## config.mk

```make
export PLATFORM = sky130hd
export DESIGN_NAME = csr_regfile
export DESIGN_NICKNAME = d
export VERILOG_FILES = /design/src/rtl/csr_regfile.sv
export SDC_FILE = /design/constraint.sdc
export NUM_CORES = 1
export LEC_CHECK = 0
export CAP_MARGIN = 30
export CORE_ASPECT_RATIO = 0.9
export CORE_UTILIZATION = 50
export DETAILED_ROUTE_END_ITERATION = 10
export GPL_TIMING_DRIVEN = 1
export PLACE_DENSITY = 0.75
export SYNTH_ARGS = -nofsm -noshare
export SYNTH_HDL_FRONTEND = slang
export SYNTH_SLANG_ARGS = --single-unit
```

## constraint.sdc

```tcl
create_clock -name clk -period 3.1 [get_ports clk]
set_input_delay 0.31 -clock clk [delete_from_list [all_inputs] [get_ports clk]]
set_output_delay 0.31 -clock clk [all_outputs]
set_load 0.03 [all_outputs]
```

## src/rtl/csr_regfile.sv

```systemverilog
// Control/status register file at the far end of the writeback CSR/exception interface.
// Holds CRMD/PRMD/ECFG/ESTAT/ERA/EENTRY/SAVE0-3/TID/TCFG/TVAL/TICLR and the constant timer.
// Ports:
//   clk, reset                  clock, synchronous active-high reset
//   csr_rnum / csr_rvalue       combinational read port (ID/EX)
//   csr_we/num/wmask/wvalue     masked CSR write from WB
//   excp_flush, ertn_flush      exception / ertn commits from WB
//   wb_ecode, wb_esubcode, wb_pc  exception info of the committing instruction
//   hw_int_in, ipi_int_in       level interrupt lines
//   ex_entry, ertn_era          redirect targets (combinational)
//   has_int                     pending enabled interrupt (combinational)
module csr_regfile #(
  parameter logic [31:0] TID_RESET    = 32'h0,
  parameter logic [31:0] EENTRY_RESET = 32'h0
) (
  input  logic        clk,
  input  logic        reset,
  input  logic [13:0] csr_rnum,
  output logic [31:0] csr_rvalue,
  input  logic        csr_we,
  input  logic [13:0] csr_num,
  input  logic [31:0] csr_wmask,
  input  logic [31:0] csr_wvalue,
  input  logic        excp_flush,
  input  logic        ertn_flush,
  input  logic [5:0]  wb_ecode,
  input  logic [8:0]  wb_esubcode,
  input  logic [31:0] wb_pc,
  input  logic [7:0]  hw_int_in,
  input  logic        ipi_int_in,
  output logic [31:0] ex_entry,
  output logic [31:0] ertn_era,
  output logic        has_int
);

  localparam logic [13:0] AddrCrmd   = 14'h00;
  localparam logic [13:0] AddrPrmd   = 14'h01;
  localparam logic [13:0] AddrEcfg   = 14'h04;
  localparam logic [13:0] AddrEstat  = 14'h05;
  localparam logic [13:0] AddrEra    = 14'h06;
  localparam logic [13:0] AddrEentry = 14'h0C;
  localparam logic [13:0] AddrSave0  = 14'h30;
  localparam logic [13:0] AddrSave1  = 14'h31;
  localparam logic [13:0] AddrSave2  = 14'h32;
  localparam logic [13:0] AddrSave3  = 14'h33;
  localparam logic [13:0] AddrTid    = 14'h40;
  localparam logic [13:0] AddrTcfg   = 14'h41;
  localparam logic [13:0] AddrTval   = 14'h42;
  localparam logic [13:0] AddrTiclr  = 14'h44;

  // LIE[10] does not exist
  localparam logic [12:0] LieMask = 13'h1BFF;

  logic [3:0]  crmd_q, crmd_d;        // {DA, IE, PLV[1:0]}
  logic [2:0]  prmd_q, prmd_d;        // {PIE, PPLV[1:0]}
  logic [12:0] lie_q, lie_d;
  logic [12:0] is_q, is_d;
  logic [5:0]  ecode_q, ecode_d;
  logic [8:0]  esubcode_q, esubcode_d;
  logic [31:0] era_q, era_d;
  logic [25:0] eentry_q, eentry_d;    // VA[31:6]
  logic [31:0] save_q [4];
  logic [31:0] save_d [4];
  logic [31:0] tid_q, tid_d;
  logic [31:0] tcfg_q, tcfg_d;
  logic [31:0] tval_q, tval_d;
  logic        armed_q, armed_d;

  logic        wr_en;
  logic [31:0] wr_merged_tcfg;
  logic        timer_fire;
  logic        ticlr_hit;

  // Exception and ertn commits suppress a same-cycle CSR write completely.
  assign wr_en          = csr_we & ~excp_flush & ~ertn_flush;
  assign wr_merged_tcfg = (tcfg_q & ~csr_wmask) | (csr_wvalue & csr_wmask);
  assign ticlr_hit      = wr_en && (csr_num == AddrTiclr) && csr_wvalue[0] && csr_wmask[0];

  always_comb begin
    crmd_d     = crmd_q;
    prmd_d     = prmd_q;
    lie_d      = lie_q;
    is_d       = is_q;
    ecode_d    = ecode_q;
    esubcode_d = esubcode_q;
    era_d      = era_q;
    eentry_d   = eentry_q;
    save_d     = save_q;
    tid_d      = tid_q;
    tcfg_d     = tcfg_q;
    tval_d     = tval_q;
    armed_d    = armed_q;
    timer_fire = 1'b0;

    // Commit side effects
    if (excp_flush) begin
      prmd_d     = crmd_q[2:0];
      crmd_d     = {crmd_q[3], 3'b000};
      era_d      = wb_pc;
      ecode_d    = wb_ecode;
      esubcode_d = wb_esubcode;
    end else if (ertn_flush) begin
      crmd_d = {crmd_q[3], prmd_q};
    end else if (wr_en) begin
      case (csr_num)
        AddrCrmd:   crmd_d   = (crmd_q & ~csr_wmask[3:0]) | (csr_wvalue[3:0] & csr_wmask[3:0]);
        AddrPrmd:   prmd_d   = (prmd_q & ~csr_wmask[2:0]) | (csr_wvalue[2:0] & csr_wmask[2:0]);
        AddrEcfg:   lie_d    = ((lie_q & ~csr_wmask[12:0]) | (csr_wvalue[12:0] & csr_wmask[12:0]))
                               & LieMask;
        AddrEstat:  is_d[1:0] = (is_q[1:0] & ~csr_wmask[1:0]) | (csr_wvalue[1:0] & csr_wmask[1:0]);
        AddrEra:    era_d    = (era_q & ~csr_wmask) | (csr_wvalue & csr_wmask);
        AddrEentry: eentry_d = (eentry_q & ~csr_wmask[31:6]) | (csr_wvalue[31:6] & csr_wmask[31:6]);
        AddrSave0:  save_d[0] = (save_q[0] & ~csr_wmask) | (csr_wvalue & csr_wmask);
        AddrSave1:  save_d[1] = (save_q[1] & ~csr_wmask) | (csr_wvalue & csr_wmask);
        AddrSave2:  save_d[2] = (save_q[2] & ~csr_wmask) | (csr_wvalue & csr_wmask);
        AddrSave3:  save_d[3] = (save_q[3] & ~csr_wmask) | (csr_wvalue & csr_wmask);
        AddrTid:    tid_d    = (tid_q & ~csr_wmask) | (csr_wvalue & csr_wmask);
        default: ;
      endcase
    end

    // Level interrupt lines are sampled every cycle; IS[10] does not exist.
    is_d[9:2] = hw_int_in;
    is_d[12]  = ipi_int_in;
    is_d[10]  = 1'b0;

    // Timer: a TCFG write re-arms or disarms and takes precedence over counting.
    if (wr_en && (csr_num == AddrTcfg)) begin
      tcfg_d = wr_merged_tcfg;
      if (wr_merged_tcfg[0]) begin
        tval_d  = {wr_merged_tcfg[31:2], 2'b00};
        armed_d = 1'b1;
      end else begin
        armed_d = 1'b0;
      end
    end else if (tcfg_q[0] && armed_q) begin
      if (tval_q != 32'd0) begin
        tval_d = tval_q - 32'd1;
      end else begin
        timer_fire = 1'b1;
        if (tcfg_q[1]) begin
          tval_d = {tcfg_q[31:2], 2'b00};
        end else begin
          armed_d = 1'b0;
        end
      end
    end

    // TICLR beats a same-cycle timer expiry.
    if (ticlr_hit) begin
      is_d[11] = 1'b0;
    end else if (timer_fire) begin
      is_d[11] = 1'b1;
    end
  end

  always_ff @(posedge clk) begin
    if (reset) begin
      crmd_q     <= 4'h8;
      prmd_q     <= '0;
      lie_q      <= '0;
      is_q       <= '0;
      ecode_q    <= '0;
      esubcode_q <= '0;
      era_q      <= '0;
      eentry_q   <= EENTRY_RESET[31:6];
      for (int i = 0; i < 4; i++) save_q[i] <= '0;
      tid_q      <= TID_RESET;
      tcfg_q     <= '0;
      tval_q     <= '0;
      armed_q    <= 1'b0;
    end else begin
      crmd_q     <= crmd_d;
      prmd_q     <= prmd_d;
      lie_q      <= lie_d;
      is_q       <= is_d;
      ecode_q    <= ecode_d;
      esubcode_q <= esubcode_d;
      era_q      <= era_d;
      eentry_q   <= eentry_d;
      for (int i = 0; i < 4; i++) save_q[i] <= save_d[i];
      tid_q      <= tid_d;
      tcfg_q     <= tcfg_d;
      tval_q     <= tval_d;
      armed_q    <= armed_d;
    end
  end

  // Read port: no bypass of the in-flight write.
  always_comb begin
    csr_rvalue = 32'h0;
    case (csr_rnum)
      AddrCrmd:   csr_rvalue = {28'h0, crmd_q};
      AddrPrmd:   csr_rvalue = {29'h0, prmd_q};
      AddrEcfg:   csr_rvalue = {19'h0, lie_q};
      AddrEstat:  csr_rvalue = {1'b0, esubcode_q, ecode_q, 3'b000, is_q};
      AddrEra:    csr_rvalue = era_q;
      AddrEentry: csr_rvalue = {eentry_q, 6'h0};
      AddrSave0:  csr_rvalue = save_q[0];
      AddrSave1:  csr_rvalue = save_q[1];
      AddrSave2:  csr_rvalue = save_q[2];
      AddrSave3:  csr_rvalue = save_q[3];
      AddrTid:    csr_rvalue = tid_q;
      AddrTcfg:   csr_rvalue = tcfg_q;
      AddrTval:   csr_rvalue = tval_q;
      default:    csr_rvalue = 32'h0;
    endcase
  end

  assign ex_entry = {eentry_q, 6'h0};
  assign ertn_era = era_q;
  assign has_int  = crmd_q[2] & (|(is_q & lie_q));

endmodule

```

Word level (Yosys, flattened, before mapping). Index checks and enable logic that the tools add are counted.

Flip-flop bits (word level): 330. Input port bits: 153. Logic and storage cells: 148.

Add/subtract/negate cells: 1. Equal/unequal tests: 28. Muxes and demuxes: 25. Bitwise operators: 42. Reductions and logical operators: 32.

Operators with widths (number): case mux 32 bit (13 select lines) (1); 2-to-1 mux 32 bit (9); bitwise AND 32 bit (8); OR 32 bit (7); equality test 14 x 6 -> 1 bit, second input constant (8); equality test 14 x 3 -> 1 bit, second input constant (6); equality test 14 x 7 -> 1 bit, second input constant (6); bitwise AND 26 bit (2); bitwise AND 13 bit (3); AND reduction 4 bit (9); NOT 32 bit (1); nonzero test 32 bit (1); subtractor 32 x 1 -> 32 bit, second input constant (1); equality test 14 x 1 -> 1 bit, second input constant (2); equality test 14 x 4 -> 1 bit, second input constant (2); logical NOT 14 bit (2); NOT 26 bit (1); OR 26 bit (1); 2-to-1 mux 3 bit (7); NOT 13 bit (1); OR 13 bit (1); OR reduction 13 bit (1); AND reduction 3 bit (4); nonzero test 2 bit (6); 18 further kinds (38).

Depth between registers and ports, before layout.
Word-level depth: 7. Mapped depth: 11. Gate-level depth less buffers: 8.

Worst setup path after synthesis. No wires, ideal clock.

Kind: input port to output port. Start point: in csr_rnum[11]. End point: out csr_rvalue[10]. Arrival: 2.494 ns. Data required time: 2.790 ns. Slack: 0.296 ns. Cell stages on the path: 7. Buffers on the path: 2. Cells stage by stage: or4_4 > or4_1 > nor2_1 > buf_2 > buf_2 > a22oi_1 > nand4_1.

Word-level cells in the longest chain between the ends: 2.

Ends and longest elaborated chain: from (decl) (line 18) `input logic [13:0] csr_rnum,`; equality test 14 x 7 -> 1 bit (tied with other cells) (line 192) `case (csr_rnum)`; case mux 32 bit (13 select lines) * (line 192); to (decl) (line 19) `output logic [31:0] csr_rvalue,`.

Mark *: on every way between the ends. The rest lies on a longest branch, timed or not.

Worst setup path after layout.
Start point: in csr_rnum[9]. End point: out csr_rvalue[9].

Same word-level chain as after synthesis.

==> flow_summary.json <==
{
  "gp_congestion": 0.9580,
  "status": "complete, but fails checks",
  "reg2reg_depth": 8,
  "synthXorXnorAreaFrac_pct": 0.3133,
  "startpoint": "csr_rnum[9]",
  "path_common_cell": "buf_12",
  "synth_common_cells": "388 x nand2_1, 329 x dfxtp_1, 206 x nor2_1",
  "yosysSeqAreaShare_pct": 39.26,
  "route.detailed.drc": 0,
  "dieArea_sq_um": 34290,
  "grt_util_all_layers_pct": 36.68,
  "synth-seq-cells": 329,
  "grt_use_met3_pct": 9.927,
  "dpl_cell_area_sq_um": 20140,
  "synth.avg_cell_area_sq_um": 7.868,
  "crit_arrival_ns": 2.79,
  "slew_viol_final": 0,
  "areaGrowthSynthToFinish_pct": 29.69,
  "finalCritPeriodShare_pct": 100.2,
  "grt_max_degree": 93,
  "worst_slack_ns": -0.004688,
  "fin_skew_ns": 0.009653,
  "n_fill_cell": 2680,
  "final_cells": 2752,
  "p_leak_uw": 0.008106,
  "maxCapViolCount": 0,
  "endpoint_kind": "output pin",
  "core_sq_um": 32950,
  "violations": "negative setup slack",
  "critPathSlowestCell": "a222oi_1",
  "first_pass_iters": 9,
  "hold_viol": 0,
  "initial_core_util_pct": 50.91,
  "drt-total-wl_um": 65360,
  "placedCellCount": 2668,
  "synth-edff-count": 0,
  "synth-simple-area-share_pct": 25.54,
  "clock_latency_ns": 0.52,
  "max_stage_delay_ns": 0.77,
  "path_clk_slew_ns": 0.06,
  "crit_chain": "clkdlybuf4s50_1, or3_4, buf_4, nor4_4, buf_12, a222oi_1, nand4_1, a221o_1, buf_12",
  "cts_buffers": 37,
  "finalSetupViolations": 1,
  "grt_antenna_before_repair": 2,
  "final_cell_area_sq_um": 21750,
  "htreeDepth": 2,
  "ioPinCount": 250,
  "async_flop_share_pct": 0,
  "syn_area_sq_um": 16770,
  "maxSlewHeadroom_pct": 39.94,
  "synth_compound_area_share_pct": 20.33,
  "rows": 63,
  "wl_per_cell_um": 23.75,
  "path_max_fanout": 32,
  "synthDominantCellAreaShare_pct": 39.26,
  "r2r_start": "tval_q[0]",
  "vias_per_cell": 6.586,
  "postRouteAntennaNets": 0,
  "synth_top_family_by_area": "simple AND/OR/NAND/NOR gates",
  "crit_path_end": "csr_rvalue[9]",
  "drive_gt1_share_pct": 11.25,
  "ys_warn_count": 0,
  "die_w_um": 195.1,
  "yosys-top-cells-area": "dfxtp_1 39%, nand2_1 8.7%, mux2i_1 7.8%, a21oi_1 4.9%, nor2_1 4.6%",
  "min_period_ns": 3.105,
  "hold_depth": 2,
  "post-dp-hpwl_um": 42150,
  "top_usage_layer": "met1",
  "drt_iter0_drc": 2635,
  "grt_overflow": 0,
  "synth_ff_type": "dfxtp_1",
  "pre_cts_slack_ns": -0.2352,
  "grtUsageMet1_pct": 52.68,
  "synthAdderAreaFrac_pct": 0.1492,
  "timing.rr.end": "tval_q[16]",
  "p_per_area_nw_per_um2": 444.7,
  "globalRouteMet2Util_pct": 52.28,
  "die_h_um": 175.8,
  "nNetsFinal": 2460,
  "regToRegSetupSlack_ns": 0.17,
  "criticalPathCategory": "in -> out",
  "clockBufferDepth": 3,
  "setup_tns_ns": -0.004688,
  "p_total_uw": 9675,
  "vias": 18124,
  "tritoncts": "yes",
  "worstMarginPinSlew_ns": 0.8980,
  "hp-class": "in -> reg",
  "yosysMostFrequentCell": "nand2_1",
  "portBuffers": 243,
  "grt_first_pass_wirelength_um": 98610,
  "required_ns": 2.79,
  "grt_pass1_vias": 16728,
  "ir_worst_vdd_mv": 0.3026,
  "cts_hold_buffers": 0,
  "synth_top_area_cell": "dfxtp_1",
  "max_freq_mhz": 322.1,
  "cp-start-kind": "input pin",
  "cts_root_buffer": "clkbuf_16",
  "synthCells": 2132,
  "clock-sinks": 329,
  "muxShareOfSynthArea_pct": 8.354,
  "synth.distinct_cells": 76
}
==> area by class of cell <==
class,instances,area [sq um],share of cell area (%)
Clock buffer,45,1016,4.670
Sequential cell,329,6586,30.28
Inverter,17,63.81,0.2933
Tap cell,422,528.0,2.427
Timing Repair Buffer,358,3975,18.27
Multi-Input combinational cell,1562,9360,43.03
Clock inverter,18,222.7,1.024
Antenna cell,1,2.502,0.01150
==> through the flow <==
stage / util [%] / hold WS (ns)
6_report: 66.02 / 0.1815
5_1_grt: 66.02 / 0.1961
4_1_cts: 65.88 / 0.1825
3_5_place_dp: 61.12 / 0.4451
3_3_place_gp: 61.12 / 0.4383
2_1_floorplan: - / 0.4313
==> cell families after synthesis <==
logic type | count (synthesis)
buf+inv | 246
simple gates | 929
flops | 329
other cells | 1
xor+xnor | 6
fa+ha+maj | 2
compound gates | 480
mux | 139
==> worst min-delay path by stage <==
stage               startpoint    endpoint  slack [ns]
floorplan             register    register        0.43
global placement      register    register        0.44
detailed placement    register    register        0.45
CTS                      reset  tcfg_q[26]        0.18
global route             reset  tcfg_q[26]        0.20
finish                   reset  tcfg_q[26]        0.18
==> repair_timing <==
| action | CTS | global route |
|---|---|---|
| endpoints found under the setup margin | 32 | 30 |
| buffers inserted | 10 | 8 |
| resized for setup | 17 | 13 |
| cloned | 5 | 1 |
| pin swaps | 22 | 13 |
==> worst max-delay path, delay by kind of cell <==
kind / cells / cell delay (ns)
AOI/OAI and AO/OA: 2 / 1.12
buffers and inverters: 4 / 0.98
and+or+nand+nor: 3 / 0.38
==> per-layer routing <==
layer | share of wire, % | routed length, um
met5 | 0.020 | 13
met4 | 3.3 | 2189
met3 | 14 | 9297
met2 | 41 | 27050
met1 | 41 | 26810
==> placed cells by master, fill, tap and decap left out, drive strengths merged, types with 7 or more instances in the layout <==
cell,n
a211oi,23
a21boi,32
a21oi,163
a221oi,11
a222oi,52
a22o,7
a22oi,68
a311oi,48
a31oi,9
buf,148
clkbuf,46
clkdlybuf4s50,204
clkinv,10
dfxtp,329
inv,17
mux2,8
mux2i,131
nand2,388
nand2b,15
nand3,145
nand3b,7
nand4,40
nor2,207
nor2b,11
nor3,46
nor4,22
o21ai,18
or3,9
or4,10
==> report_power, final <==
part | switching (uW) | leakage (uW) | internal, uW
Sequential | 48.1 | 0.00266 | 4280
Clock | 1800 | 0.000612 | 2740
Combinational | 478 | 0.00483 | 329
No activity file was read; power rests on OpenSTA's default activity.
